==> src/rtl/alu_serial_seq.sv <==
// alu_serial_seq -- bit-serial N-bit ALU sequencer.
//
// Runs a full-width NOR/XOR/ADD/SUB through a single 1-bit ALU slice,
// one bit per clock, LSB first. The slice carry-out is fed back through a
// carry register. The result and flags are assembled in internal
// registers. They are published to the outputs, together with a done
// pulse, when the operation finishes.
//
// Ports:
//   clk     in   rising-edge clock
//   rst_n   in   asynchronous active-low reset
//   start   in   operation request, sampled only while idle
//   op      in   2-bit opcode: 00=NOR 01=XOR 10=ADD 11=SUB (a-b)
//   a, b    in   N-bit operands, captured on an accepted start
//   busy    out  high while the operation is running or finishing
//   done    out  one-cycle pulse; result/flags are valid from this cycle
//   result  out  N-bit result, held until the next completion
//   cout    out  final carry-out (ADD/SUB only)
//   ovf     out  signed overflow (ADD/SUB only)
//   zero    out  result == 0

// One-bit ALU slice. SUB uses the inverted b; the +1 comes from the caller's carry seed.
module alu1bit (
  input  logic       a,
  input  logic       b,
  input  logic       cin,
  input  logic [1:0] op,
  output logic       s,
  output logic       cout
);
  logic bx;

  always_comb begin
    bx   = b ^ op[0];
    s    = 1'b0;
    cout = 1'b0;
    case (op)
      2'b00:   s = ~(a | b);
      2'b01:   s = a ^ b;
      default: begin
        s    = a ^ bx ^ cin;
        cout = (a & bx) | (a & cin) | (bx & cin);
      end
    endcase
  end
endmodule

module alu_serial_seq #(
  parameter int N = 8
) (
  input  logic         clk,
  input  logic         rst_n,
  input  logic         start,
  input  logic [1:0]   op,
  input  logic [N-1:0] a,
  input  logic [N-1:0] b,
  output logic         busy,
  output logic         done,
  output logic [N-1:0] result,
  output logic         cout,
  output logic         ovf,
  output logic         zero
);
  localparam int CW = (N > 1) ? $clog2(N) : 1;

  typedef enum logic [1:0] {S_IDLE, S_RUN, S_DONE} state_t;

  state_t          state_q, state_d;
  logic [N-1:0]    a_sh_q, a_sh_d;
  logic [N-1:0]    b_sh_q, b_sh_d;
  logic [N-1:0]    res_sh_q, res_sh_d;
  logic [1:0]      op_q, op_d;
  logic [CW-1:0]   cnt_q, cnt_d;
  logic            carry_q, carry_d;
  logic            cmsb_q, cmsb_d;
  logic [N-1:0]    result_q, result_d;
  logic            cout_q, cout_d;
  logic            ovf_q, ovf_d;
  logic            zero_q, zero_d;
  logic            done_q, done_d;

  logic            slice_s;
  logic            slice_cout;

  alu1bit u_slice (
    .a    (a_sh_q[0]),
    .b    (b_sh_q[0]),
    .cin  (carry_q),
    .op   (op_q),
    .s    (slice_s),
    .cout (slice_cout)
  );

  always_comb begin
    state_d  = state_q;
    a_sh_d   = a_sh_q;
    b_sh_d   = b_sh_q;
    res_sh_d = res_sh_q;
    op_d     = op_q;
    cnt_d    = cnt_q;
    carry_d  = carry_q;
    cmsb_d   = cmsb_q;
    result_d = result_q;
    cout_d   = cout_q;
    ovf_d    = ovf_q;
    zero_d   = zero_q;
    done_d   = 1'b0;
    case (state_q)
      S_IDLE: begin
        if (start) begin
          a_sh_d  = a;
          b_sh_d  = b;
          op_d    = op;
          cnt_d   = '0;
          // SUB is a + ~b + 1: the +1 enters as the initial carry.
          carry_d = (op == 2'b11);
          state_d = S_RUN;
        end
      end
      S_RUN: begin
        res_sh_d = {slice_s, res_sh_q[N-1:1]};
        carry_d  = slice_cout;
        a_sh_d   = a_sh_q >> 1;
        b_sh_d   = b_sh_q >> 1;
        cnt_d    = cnt_q + 1'b1;
        if (cnt_q == CW'(N - 1)) begin
          // Carry into the MSB, needed for signed overflow.
          cmsb_d  = carry_q;
          state_d = S_DONE;
        end
      end
      S_DONE: begin
        done_d   = 1'b1;
        result_d = res_sh_q;
        cout_d   = op_q[1] & carry_q;
        ovf_d    = op_q[1] & (carry_q ^ cmsb_q);
        zero_d   = (res_sh_q == '0);
        state_d  = S_IDLE;
      end
      default: state_d = S_IDLE;
    endcase
  end

  always_ff @(posedge clk or negedge rst_n) begin
    if (!rst_n) begin
      state_q  <= S_IDLE;
      a_sh_q   <= '0;
      b_sh_q   <= '0;
      res_sh_q <= '0;
      op_q     <= '0;
      cnt_q    <= '0;
      carry_q  <= 1'b0;
      cmsb_q   <= 1'b0;
      result_q <= '0;
      cout_q   <= 1'b0;
      ovf_q    <= 1'b0;
      zero_q   <= 1'b0;
      done_q   <= 1'b0;
    end else begin
      state_q  <= state_d;
      a_sh_q   <= a_sh_d;
      b_sh_q   <= b_sh_d;
      res_sh_q <= res_sh_d;
      op_q     <= op_d;
      cnt_q    <= cnt_d;
      carry_q  <= carry_d;
      cmsb_q   <= cmsb_d;
      result_q <= result_d;
      cout_q   <= cout_d;
      ovf_q    <= ovf_d;
      zero_q   <= zero_d;
      done_q   <= done_d;
    end
  end

  assign busy   = (state_q == S_RUN) || (state_q == S_DONE);
  assign done   = done_q;
  assign result = result_q;
  assign cout   = cout_q;
  assign ovf    = ovf_q;
  assign zero   = zero_q;
endmodule

==> config.mk <==
export PLATFORM = sky130hd
export DESIGN_NAME = alu_serial_seq
export DESIGN_NICKNAME = d
export VERILOG_FILES = /design/src/rtl/alu_serial_seq.sv
export SDC_FILE = /design/constraint.sdc
export NUM_CORES = 1
export LEC_CHECK = 0
export ABC_AREA = 1
export BUFFER_PORTS_ARGS = -buffer_cell sky130_fd_sc_hd__buf_2
export CAP_MARGIN = 10
export CORE_ASPECT_RATIO = 0.75
export CORE_MARGIN = 2
export CORE_UTILIZATION = 30
export CTS_CLUSTER_DIAMETER = 50
export DETAILED_ROUTE_END_ITERATION = 8
export HOLD_SLACK_MARGIN = 0.05
export PLACE_DENSITY_LB_ADDON = 0.25
export SETUP_SLACK_MARGIN = 0.02
export SLEW_MARGIN = 20
export SYNTH_ARGS = -nofsm -noshare
export SYNTH_HDL_FRONTEND = slang
export SYNTH_HIERARCHICAL = 1
export SYNTH_SLANG_ARGS = --single-unit
==> constraint.sdc <==
create_clock -name clk -period 4 [get_ports clk]
set_input_delay 0.8 -clock clk [delete_from_list [all_inputs] [get_ports clk]]
set_output_delay 0.8 -clock clk [all_outputs]
set_load 0.1 [all_outputs]
# Yosys cells after proc, flatten, opt, wreduce, memory -nomap -nowiden
# Index checks and enable logic that the tools add are counted.
[op_classes] reduce_logical=10 shifts=0 muxes=14 add_sub_neg=1 n_bitwise=14 div=0 n_lt_le_gt_ge=0 multipliers=0 n_eq_ne=7
[op_table] operator="$pmux W8 S2" n=2
[op_table] operator="$mux W8" n=2
[op_table] operator="$logic_not A8 Y1" n=1
[op_table] operator="$reduce_and A2 Y1" n=4
[op_table] operator="$pmux W3 S2" n=1
[op_table] operator="$and A1 B1 Y1" n=5
[op_table] operator="$xor A1 B1 Y1" n=5
[op_table] operator="$eq A2 B1 Y1 const B" n=2
[op_table] operator="$eq A2 B2 Y1 const B" n=2
[op_table] operator="$logic_not A2 Y1" n=2
[op_table] operator="$mux W2" n=2
[op_table] operator="$ne A2 B2 Y1 const B" n=2
[op_table] operator="$pmux W1 S2" n=2
[op_table] operator="$pmux W2 S2" n=1
[op_table] operator="$add A3 B1 Y3 const B" n=1
[op_table] operator="$eq A3 B3 Y1 const B" n=1
[op_table] operator="$mux W1" n=3
[op_table] operator="$mux W3" n=1
[op_table] operator="$or A1 B1 Y1" n=3
[op_table] operator="$reduce_bool A2 Y1" n=1
[op_table] operator="$reduce_or A2 Y1" n=1
[op_table] operator="$logic_or A1 B1 Y1" n=1
[op_table] operator="$not A1 Y1" n=1
[word_totals] wordCells=59 out_inout_bits=13 ramBits=0 latchBits=0 rom_bits=0 memories=0 regBits=45

# Depth between registers and ports, before layout
[logic_depth] depth_word=6 mapped_depth=8

# Cells and area by module
# The synthesis kept the hierarchy.
[by_module_without_submodules] module="alu_serial_seq" instances=1 area_per_inst_um2=1998.2 cells_each=247
[by_module_without_submodules] module="alu1bit" instances=1 area_per_inst_um2=81.3 cells_each=13

# Worst setup path before layout
# OpenSTA, ideal clock, no wires.
[synth_path] path_kind="register -> output" from="reg state_q[0]" to="out busy" slack_ns=1.961 path_stages_with_launch=3 arrival_ns=1.239 path_cell_list="dfrtp_1 > inv_1 > ha_1"
[synth_between] elab_chain_cells=2 elab_cells_between_ends=3 cone_classes="eq/ne (2); reduce/logical (1)"
[synth_rtl] item="start: declaration" line_no="68" source="state_t state_q, state_d;"
[synth_rtl] item="start signal: assignment" line_no="160" source="state_q <= state_d;"
[synth_rtl] item="$eq A2 B1 Y1 / $eq A2 B2 Y1 (equally long branches)" line_no="176" source="assign busy = (state_q == S_RUN) || (state_q == S_DONE);"
[synth_rtl] item="$logic_or A1 B1 Y1 (*)" line_no="176"
[synth_rtl] item="end: declaration" line_no="57" source="output logic busy,"
# Every way passes the cells marked *; elsewhere a longest branch is shown, timed or not.

# Worst setup path in the final report
# Ends and elaborated chain as after synthesis.

==> results.md <==
- Largest net degree at the start of global routing: 46
- Drt initial violations: 68
- Combinational power share: 51.4%
- Post-route antenna net violation count: 0
- Synth unique cells: 17
- Worst Hold Class: input pin to async pin
- Die Width: 100 microns
- Compound-Gate Fraction of Synth Area: 6.20%
- Detailed placer's ending HPWL: 2.80 mm
- Critical path's top delay family: buffers and inverters
- Critical path type: flop to primary output
- Dpl cells: 370
- Reg2Reg Depth: 6
- Core Util, Final: 35.5%
- Multiplexer share of the synthesized area: 0%
- WL final: 4.18 mm
- Mapped Cells: 260
- Fmax achieved: 443 MHz
- Post-synthesis xor/xnor area fraction: 0.421%
- Slowest stage delay, CP: 0.42 ns
- Global-route wire length before repair: 7.16 mm
- Number of remaining DRC errors: 0
- Worst Tran Pin Value: 0.611 ns
- Switching Share: 52.6%
- I/O pin total: 34
- Drt pass-1 iters: 4
- Gr usage total: 11.8%
- Final hold viol count: 0
- Clk_skew: 0.00974 ns
- Clk sinks: 45
- Fin cells: 378
- Max IR drop VDD: 277 uV
- Fin crit share: 56.4%
- Starting Density: 30.7%
- Area grow syn2layout: 15.6%
- Clock Power Share: 13.9%
- Synth Warn #: 6
- Reg clk slew, reported paths: 0.09 ns
- Final setup viols: 0
- Post-synthesis simple-gate area fraction: 28.6%
- Fin nets: 321
- Int Power: 0.999 mW
- Worst path bufs/invs: 2
- Syn Std Cell Area: 2080 sq um
- Cts bufs inserted: 5
- Cts-stage hold buffer count: 0
- Latest clock arrival within the worst-skew pair: 0.31 ns
- Max-cap violations: 0
- Net count after synthesis: 288
- H-tree depth: 2
- I/O Buffers: 33
- N_diodes: 0
- CP required: 3.20 ns
- Post-Synth Adder-Cell Area: 4.57%
- Run status: finished, final reports clean
- Slew HR: 59.2%
- Min cycle time layout: 2.26 ns
- Cell Rows: 26
- Post-CTS Setup Repair Bufs: 0
- Drt wl/cell: 11.0 microns
- CTS tree: done
- Reg-to-reg endpoint: a_sh_q[5]$_DFFE_PN0P_
- Die area: 7620 sq um
- RSZ-0062 raised after global routing: no
- Antenna violations before repair: 0
- Tot Pwr: 2.11 mW
- GP Congestion: 0.734
- Worst EP arrival: 1.46 ns
- Vias in the first global route: 1529
- CORE AREA: 6770 sq um
- Crit path cell chain: inv_1 > ha_1 > buf_2
- Synth top area share: 54.2%
- Cell taking the most area after synthesis: dfrtp_1
- Psw: 1.11 mW
- Crit-path slowest cell: buf_2
- PostCTS Resize Cnt: 0
- #FFs+latches synth: 45
- Avg Synthesized Cell Area: 8.00 sq um
- Reg2reg start: state_q[1]$_DFFE_PN0P_
- Die Ht: 76.1 microns
- Crit path launch type: flop
- Total number of vias: 1629
- Root buf cell: clkbuf_8
- CTS max path bufs: 2
- Layout cells sized above 1: 16.3%
- Top post-synthesis cells by area: dfrtp_1 (54%), nand2_1 (25%), o21ai_0 (5.1%)
- Crit Path Max Fanout: 3
- FF-to-FF setup slack: 2.37 ns
- Pins over their slew limit: 0
- Sequential share of power: 34.7%
- Largest family of logic cells by synthesized area: simple AND/OR/NAND/NOR gates
- Vias/cell: 4.31
- Setup tns final: 0 ns
- Sequential fraction of the synthesis area: 54.2%
- GR Overflow Total: 0
- Cell leakage power: 1.34 nW
- Setup crit end kind: primary output
- Pwr per Cell Area: 877 nW/um^2
[per-layer routing]
metal	vias up	wire length [microns]	part of all wire, %	GRT usage, %
li1	858	-	-	-
met1	753	2130	51	16.3
met2	11	1840	44	17.4
met3	7	127	3.0	3.30
met4	0	82	2.0	4.93
met5	-	0	0	0
[how the worst max path moves through the flow]
stage	to	start	cells after the start	slack, ns
after global routing	busy	state_q[0]$_DFFE_PN0P_	3	1.67
final	busy	state_q[0]$_DFFE_PN0P_	3	1.74
after floorplan	busy	state_q[0]$_DFFE_PN0P_	2	1.96
after CTS	busy	state_q[0]$_DFFE_PN0P_	3	1.73
after detailed placement	busy	state_q[0]$_DFFE_PN0P_	3	2.08
after global placement	busy	state_q[0]$_DFFE_PN0P_	3	2.08
[flip-flops by register name (all words and copies together) (netlist names)]
register  count
cnt_q         3
b_sh_q        8
done          1
zero          1
state_q       2
ovf           1
op_q          2
cmsb_q        1
a_sh_q        8
result        8
res_sh_q      8
carry_q       1
cout          1
[Yosys cell counts, drive strengths merged]
cell / number
o21ai: 25
nor2: 5
clkbuf: 1
nand3: 9
nand2: 140
buf: 8
fa: 1
inv: 19
xor2: 1
dfrtp: 45
ha: 6
[metrics by stage]
step / hold slack, ns / setup WS (ns) / instance area [sq um]
after global placement: 0.454 / 2.08 / 2310
final: 0.477 / 1.74 / 2400
after detailed placement: 0.458 / 2.08 / 2310
after floorplan: 0.442 / 1.96 / 2080
after CTS: 0.481 / 1.73 / 2400
after global routing: 0.498 / 1.67 / 2400
[cell type report]
| type | count | area, sq um |
|---|---|---|
| Inverter | 19 | 71.3 |
| Multi-Input combinational cell | 187 | 827 |
| Sequential cell | 45 | 1130 |
| Tap cell | 84 | 105 |
| Timing Repair Buffer | 35 | 183 |
| Fill cell | 704 | 4360 |
| Clock inverter | 3 | 22.5 |
| Clock buffer | 5 | 68.8 |
[cell usage in the layout (no fill, tap or decap), types with 5 or more instances in the layout]
cell,n
buf_2,32
clkbuf_8,5
dfrtp_1,45
ha_1,6
inv_1,17
nand2_1,138
nand3_1,9
nor2_1,5
o21ai_0,21
[power groups by stage]
stage	registers [mW]	logic [mW]	clock network [mW]
after floorplan	1.03	0.612	0
after global placement	0.740	1.09	0
after CTS	0.735	1.10	0.300
after detailed placement	0.743	1.10	0
final	0.733	1.08	0.293
after global routing	0.759	1.21	0.319
[logic make-up after synthesis]
family | count (synthesis)
fa+ha+maj | 7
compound gates | 25
buf+inv | 28
xor+xnor | 1
flops | 45
simple gates | 154
(Power assumes the default switching activity.)
